==> src/rtl/handshake_pkg.sv <==
// Shared types for the four-phase handshake initiator.
// Latency: n/a (types and helpers only).
// Backpressure: n/a.
package handshake_pkg;

    // State register width, shared so any probe/debug logic decodes the same encoding.
    localparam int STATE_W = 2;

    typedef enum logic [STATE_W-1:0] {
        IDLE    = 2'd0,
        REQ     = 2'd1,
        RELEASE = 2'd2,
        ABORT   = 2'd3
    } hsState_t;

    // Timeout counter width; a zero cycle count still needs a 1-bit counter to stay legal.
    function automatic int cntWidth(input int cycles);
        return (cycles < 1) ? 1 : $clog2(cycles + 1);
    endfunction

endpackage

==> src/rtl/sync_ff.sv <==
// Multi-flop synchronizer for a single asynchronous level signal.
// Latency: STAGES clk cycles from d to q.
// Backpressure: none; samples every cycle.
//   clk   : sampling clock
//   rst_n : async active-low reset, clears every stage
//   d     : asynchronous input level
//   q     : synchronized level
module sync_ff #(
    parameter int STAGES = 2
) (
    input  logic clk,
    input  logic rst_n,
    input  logic d,
    output logic q
);

    // Keep the chain as discrete flops so the tools place them tightly and never fold
    // them into an SRL primitive, which would defeat metastability settling.
    (* ASYNC_REG = "TRUE", shreg_extract = "no" *) logic [STAGES-1:0] syncReg;

    always_ff @(posedge clk or negedge rst_n) begin
        if (!rst_n) begin
            syncReg <= '0;
        end else begin
            syncReg <= {syncReg[STAGES-2:0], d};
        end
    end

    assign q = syncReg[STAGES-1];

endmodule

==> src/rtl/handshake_initiator.sv <==
// Four-phase req/ack initiator: latches a local request and strobes it to an async far side.
// Latency: accept-to-done is 2*SYNC_STAGES+3 cycles with an immediately responding far side.
// Backpressure: req_ready is low while a transaction is in flight or a stale ack is still high.
//   clk, rst_n          : clock, async active-low reset
//   req_valid/req_ready : local request handshake, req_data sampled on accept
//   stb_o, data_o       : registered strobe and held payload toward the far side
//   ack_i               : asynchronous acknowledge from the far side
//   done, timeout, busy : completion pulse, abort pulse, not-idle status
module handshake_initiator
    import handshake_pkg::*;
#(
    parameter int DATA_WIDTH     = 32,
    parameter int SYNC_STAGES    = 2,   // 2..4
    parameter int TIMEOUT_CYCLES = 1024 // 0 disables the timeout
) (
    input  logic                  clk,
    input  logic                  rst_n,
    input  logic                  req_valid,
    output logic                  req_ready,
    input  logic [DATA_WIDTH-1:0] req_data,
    output logic                  stb_o,
    output logic [DATA_WIDTH-1:0] data_o,
    input  logic                  ack_i,
    output logic                  done,
    output logic                  timeout,
    output logic                  busy
);

    localparam int               CNT_W    = cntWidth(TIMEOUT_CYCLES);
    localparam logic [CNT_W-1:0] CNT_LAST = CNT_W'(TIMEOUT_CYCLES - 1);

    logic                  ackS;
    hsState_t              state, stateNext;
    logic [CNT_W-1:0]      count, countNext;
    logic                  stbNext;
    logic [DATA_WIDTH-1:0] dataNext;
    logic                  doneNext;
    logic                  timeoutNext;
    logic                  timeoutHit;

    sync_ff #(
        .STAGES (SYNC_STAGES)
    ) u_ackSync (
        .clk   (clk),
        .rst_n (rst_n),
        .d     (ack_i),
        .q     (ackS)
    );

    // A stale ack (far side still high from an aborted transfer) must drop first.
    assign req_ready = (state == IDLE) && !ackS;
    assign busy      = (state != IDLE);

    // Constant-false when the timeout is disabled, so ABORT can never be entered.
    assign timeoutHit = (TIMEOUT_CYCLES != 0) && (count == CNT_LAST);

    always_comb begin
        stateNext   = state;
        countNext   = count;
        stbNext     = stb_o;
        dataNext    = data_o;
        doneNext    = 1'b0;
        timeoutNext = 1'b0;
        case (state)
            IDLE: begin
                if (req_valid && req_ready) begin
                    dataNext  = req_data;
                    stbNext   = 1'b1;
                    countNext = '0;
                    stateNext = REQ;
                end
            end
            REQ: begin
                countNext = count + CNT_W'(1);
                // Ack is checked first so a late ack on the terminal cycle still completes.
                if (ackS) begin
                    stbNext   = 1'b0;
                    stateNext = RELEASE;
                end else if (timeoutHit) begin
                    stbNext     = 1'b0;
                    timeoutNext = 1'b1;
                    stateNext   = ABORT;
                end
            end
            RELEASE: begin
                if (!ackS) begin
                    doneNext  = 1'b1;
                    stateNext = IDLE;
                end
            end
            ABORT: begin
                // Wait out the far side silently; no done for an aborted transfer.
                if (!ackS) begin
                    stateNext = IDLE;
                end
            end
            default: begin
                stateNext = IDLE;
            end
        endcase
    end

    always_ff @(posedge clk or negedge rst_n) begin
        if (!rst_n) begin
            state   <= IDLE;
            count   <= '0;
            stb_o   <= 1'b0;
            data_o  <= '0;
            done    <= 1'b0;
            timeout <= 1'b0;
        end else begin
            state   <= stateNext;
            count   <= countNext;
            stb_o   <= stbNext;
            data_o  <= dataNext;
            done    <= doneNext;
            timeout <= timeoutNext;
        end
    end

endmodule

==> config.mk <==
export PLATFORM = sky130hd
export DESIGN_NAME = handshake_initiator
export DESIGN_NICKNAME = d
export VERILOG_FILES = /design/src/rtl/handshake_pkg.sv /design/src/rtl/sync_ff.sv /design/src/rtl/handshake_initiator.sv
export SDC_FILE = /design/constraint.sdc
export NUM_CORES = 1
export LEC_CHECK = 0
export BUFFER_PORTS_ARGS = -buffer_cell sky130_fd_sc_hd__buf_2
export CORE_ASPECT_RATIO = 1.25
export CORE_UTILIZATION = 40
export DETAILED_ROUTE_END_ITERATION = 16
export PLACE_DENSITY = 0.67
export SLEW_MARGIN = 30
export SYNTH_ARGS = -nofsm -noshare
export SYNTH_HDL_FRONTEND = slang
export SYNTH_HIERARCHICAL = 1
export SYNTH_SLANG_ARGS = --single-unit
==> constraint.sdc <==
create_clock -name clk -period 2.58 [get_ports clk]
set_clock_uncertainty 0.05 [all_clocks]
set_input_delay 0.258 -clock clk [delete_from_list [all_inputs] [get_ports clk]]
set_output_delay 0.258 -clock clk [all_outputs]
set_load 0.01 [all_outputs]
Yosys cells after proc, flatten, opt, wreduce, memory -nomap -nowiden --
Cells that the tools add are included.
Storage, ports and cells: register bits 50, word-level logic and storage cells 42, output and inout bits 37
Cells by class: add/sub/neg operators 1, reduce and logical (&&, ||, !) cells 11, multiplexer cells 16, eq/ne operators 7
Operators with widths (count):
- $pmux 11 s2 | 1
- $add 11x1->11 const B | 1
- $eq 11x10->1 const B | 1
- $mux 11 | 1
- $mux 1 | 8
- $mux 2 | 4
- $pmux 2 s3 | 1
- $reduce_and 3->1 | 2
- $eq 2x2->1 const B | 2
- $reduce_and 2->1 | 2
- $reduce_bool 2->1 | 2
- $ne 3x2->1 const B | 1
- $eq 2x1->1 const B | 1
- $logic_and 1x1->1 | 2
- $logic_not 2->1 | 1
- $ne 2x1->1 const B | 1
- $ne 2x2->1 const B | 1
- $pmux 1 s2 | 1
- $reduce_or 2->1 | 1
- $logic_not 1->1 | 1

Logic depth before layout (Yosys ltp) --
word-level depth 5, mapped depth 6, depth with buffers taken out 4

By module --
Netlist, hierarchy kept.
Modules (own cells, without submodules):
- handshake_initiator | instances 1, cells each 215, area each 1976.9 sq um
- sync_ff | instances 1, cells each 2, area each 50.0 sq um

Worst setup path before layout --
No wires, ideal clock.
kind register to register, start point register state[0], end point register data_o[10], path buffers 2, period minus slack after synthesis 1.632 ns, path slack 0.948 ns, arrival time 1.465 ns, cell stages (with the launch flop) 7, library setup time 0.117 ns, cells stage by stage dfrtp_1 or2_4 or3b_1 buf_6 buf_6 nand2_1 nand2_1
Between the ends: word-level cells in the longest chain between the ends 4
RTL lines:
- start: declaration | RTL line handshake_initiator.sv:33 | hsState_t state, stateNext;
- start signal: assignment | RTL line handshake_initiator.sv:112 | state <= stateNext;
- $logic_not 2->1 (*) | RTL line handshake_initiator.sv:51, handshake_initiator.sv:64
- $logic_and 1x1->1 | RTL line handshake_initiator.sv:51 | assign req_ready = (state == IDLE) && !ackS;
- $logic_and 1x1->1 | RTL line handshake_initiator.sv:66 | if (req_valid && req_ready) begin
- $reduce_and 2->1 (no source line) (*)
- end signal: assignment | RTL line handshake_initiator.sv:115 | data_o <= dataNext;
- end: declaration | RTL line handshake_initiator.sv:22 | output logic [DATA_WIDTH-1:0] data_o,
Every way passes the cells marked *; elsewhere a longest branch is shown, timed or not. A chain may end at the register's enable or synchronous reset.

Final worst setup path --
start point register state[0], end point register data_o[27]
Same word-level chain as after synthesis.

==> impl_results.md <==
- Pre-Repair DR Iteration Count: 4
- Yosys top cell area share: 0.617
- Synth Flop Type: dfrtp_1
- CP Class: reg -> reg
- Mux share of post-synthesis cell area: 0
- Worst-path maximum fanout: 20
- Clock transition at path regs: 0.09 ns
- Critical Path, Cell by Cell: or2_4, or3b_1, buf_4, nand2_1, nand2_1
- Antenna cells: 0
- CP max stage cell: or3b_1
- Detailed placer's ending HPWL: 2.87 mm
- Starting Density: 0.422
- Share of cells above drive strength 1: 0.298
- TritonCTS buffer count: 5
- Hold Path Class: in -> async
- Antenna violations before repair: 0
- Most Used Layer, Global Route: met2
- Total grt overflow: 0
- Post-Syn Area: 2030 sq um
- Yosys reg bits: 50
- Maximum vdd drop: 429 uV
- Area share of and/or/nand/nor cells after synthesis: 0.285
- DIE AREA: 5360 sq um
- Global routing met2 resource utilization: 0.296
- Post-route ant nets: 0
- Period utilisation layout: 0.791
- Synthesized area per cell: 9.34 sq um
- Multi-input gate area: 721 sq um
- Total track usage: 0.167
- Area Overhead vs Synth: 26.3%
- Root Driver: clkbuf_8
- Worst setup EP type: flip-flop
- Slew Viols, Final: 0
- Post-Synth Adder-Cell Area: 0.00617
- Drt total wl: 4.11 mm
- DR DRC count: 0
- Critical Path Source Type: flip-flop
- Grt met3 use: 0.0375
- # port buffers: 72
- Reg2reg start: state[0]$_DFFE_PN0P_
- Vert. Die Dim: 81.6 microns
- CTS tree: yes
- Most common cell after layout, fill and taps aside: nand2_1
- Largest net degree at the start of global routing: 51
- Vias in the first global route: around 1600
- Setup TNS Final: 0 ns
- Unrepaired setup endpoints after global routing: no
- WL/cell: 11.7 microns
- PnR worst setup slack: 0.539 ns
- Hold_ws: 0.000138 ns
- Chip Width: 65.7 microns
- Core area: between 4000 and 5000 sq um
- Power per cell area: 855 nW/um^2
- Synth Area in Compound Gates: 0.0599
- Register area: 1250 sq um
- Commonest non-fill, non-tap cells in the layout: nand2_1, buf_2, dfrtp_1
- Static Leakage: 1.41 nW
- Num Clock Sinks: 50
- Crit path DAT: about 2.2 ns
- Slew headroom: 0.585
- First-pass GRT wire length: slightly below 7 mm
- Place WS: 0.534 ns
- Clk_lat worst skew: 0.30 ns
- Delay-heaviest family, CP: simple AND/OR/NAND/NOR gates
- Clock Tree Buf Depth: 2
- Dpl cells: 343
- # setup viols final: 0
- H-tree levels: 2
- Non-Filler Instances: 352
- DRT iter0 DRCs: between 100 and 150
- Post-Synth XOR/XNOR Area: 0
- Leading area contributor after synthesis: dfrtp_1
- Final hold violation count: 0
- Max_cap viols: 0
- Status: finished, final reports clean
- Worst Max-Slew Pin Slew: 0.622 ns
- Ys Warns: 6
- Post-synth EDFFs: 0
- Via-to-Cell Ratio: 4.84
- Post-synth cell types: 27
- WP buf/inv: 1
- # rows: 28
- CP peak stage delay: 0.66 ns
- Fill cells: 458
- Final nets: 328
- Post-synth net total: 254
- Post-synth ARST share: 1.00
- Top cells by area, synth: dfrtp_1, nand2_1, o21ai_0, buf_6, nand4_1
- Met1 Usage GRT: 0.196
- Vias: between 1500 and 2000
- Post-synthesis sequential area ratio: 0.617
- Period minus WS final: around 2.0 ns
- Combinational family with the most area after synthesis: simple AND/OR/NAND/NOR gates
- Critical path required time: 2.72 ns
- Worst setup startpoint: state[0]$_DFFE_PN0P_
- F_max: 490 MHz
- I/O pin cnt: 73
- Most used cell along the critical path: nand2_1
- Mapped Cells: 217
- Final RePlAce weighted congestion: 0.789
## path summary, 6_finish.rpt
path / depth (start not counted) / slack, ns / to
hold / removal: 2 / 0.0001 / count[4]$_DFFE_PN0P_
setup / recovery: 5 / 0.54 / data_o[27]$_DFFE_PN0P_
max in group asynchronous: 2 / 2.06 / state[1]$_DFFE_PN0P_
setup reg to reg: 5 / 0.54 / data_o[27]$_DFFE_PN0P_
hold reg to reg: 0 / 0.31 / u_ackSync/syncReg[1]$_DFF_PN0_
min in group clk: 3 / 0.09 / data_o[14]$_DFFE_PN0P_
## kinds of logic after synthesis
| kind of cell | count (synthesis) |
|---|---|
| DFF | 50 |
| adders and majority gates | 1 |
| and+or+nand+nor | 136 |
| buffers and inverters | 10 |
| AOI/OAI and AO/OA | 20 |
## cell usage after synthesis, types with 3 or more instances
| master | n |
|---|---|
| buf_2 | 3 |
| buf_6 | 3 |
| clkbuf_1 | 4 |
| dfrtp_1 | 50 |
| nand2_1 | 107 |
| nand2b_1 | 3 |
| nand3_1 | 5 |
| nand4_1 | 5 |
| nor2_1 | 6 |
| o21ai_0 | 9 |
| o21ai_1 | 3 |
## where the power goes
group	internal, mW	total [mW]	switching, mW
sequential	0.968	1.09	0.127
clock	0.291	0.549	0.258
combinational	0.236	0.544	0.308
total	1.49	2.19	0.693
## per-stage QoR
stage	power, mW	instance area (sq um)	utilization
2_1_floorplan	1.40	2030	-
3_3_place_gp	1.65	2440	0.508
3_5_place_dp	1.66	2440	0.508
4_1_cts	2.22	2560	0.533
5_1_grt	2.34	2560	0.533
6_report	2.19	2560	0.533
## layout make-up
cell class | instances | share of cell area
tap | 60 | 0.0293
clock buffer | 5 | 0.0269
timing repair buffer | 77 | 0.156
clock inverter | 3 | 0.0171
multi-input combinational | 157 | 0.282
sequential | 50 | 0.489
## flip-flops by register name (all words and copies together) (netlist names)
register,count
data_o,32
count,11
state,2
u_ackSync/syncReg,2
done,1
stb_o,1
timeout,1
## routing by layer
layer	up-vias	routed length [microns]
met5	-	0
met3	6	213
met2	45	2060
met1	809	1780
li1	845	-
met4	0	55
## timing repair
action	4_1_cts	5_1_grt
buffers inserted	0	0
gates resized for setup	0	0
endpoints found under the hold margin	1	0
setup endpoints to repair	0	0
hold buffers	1	0
(Power assumes the default switching activity.)
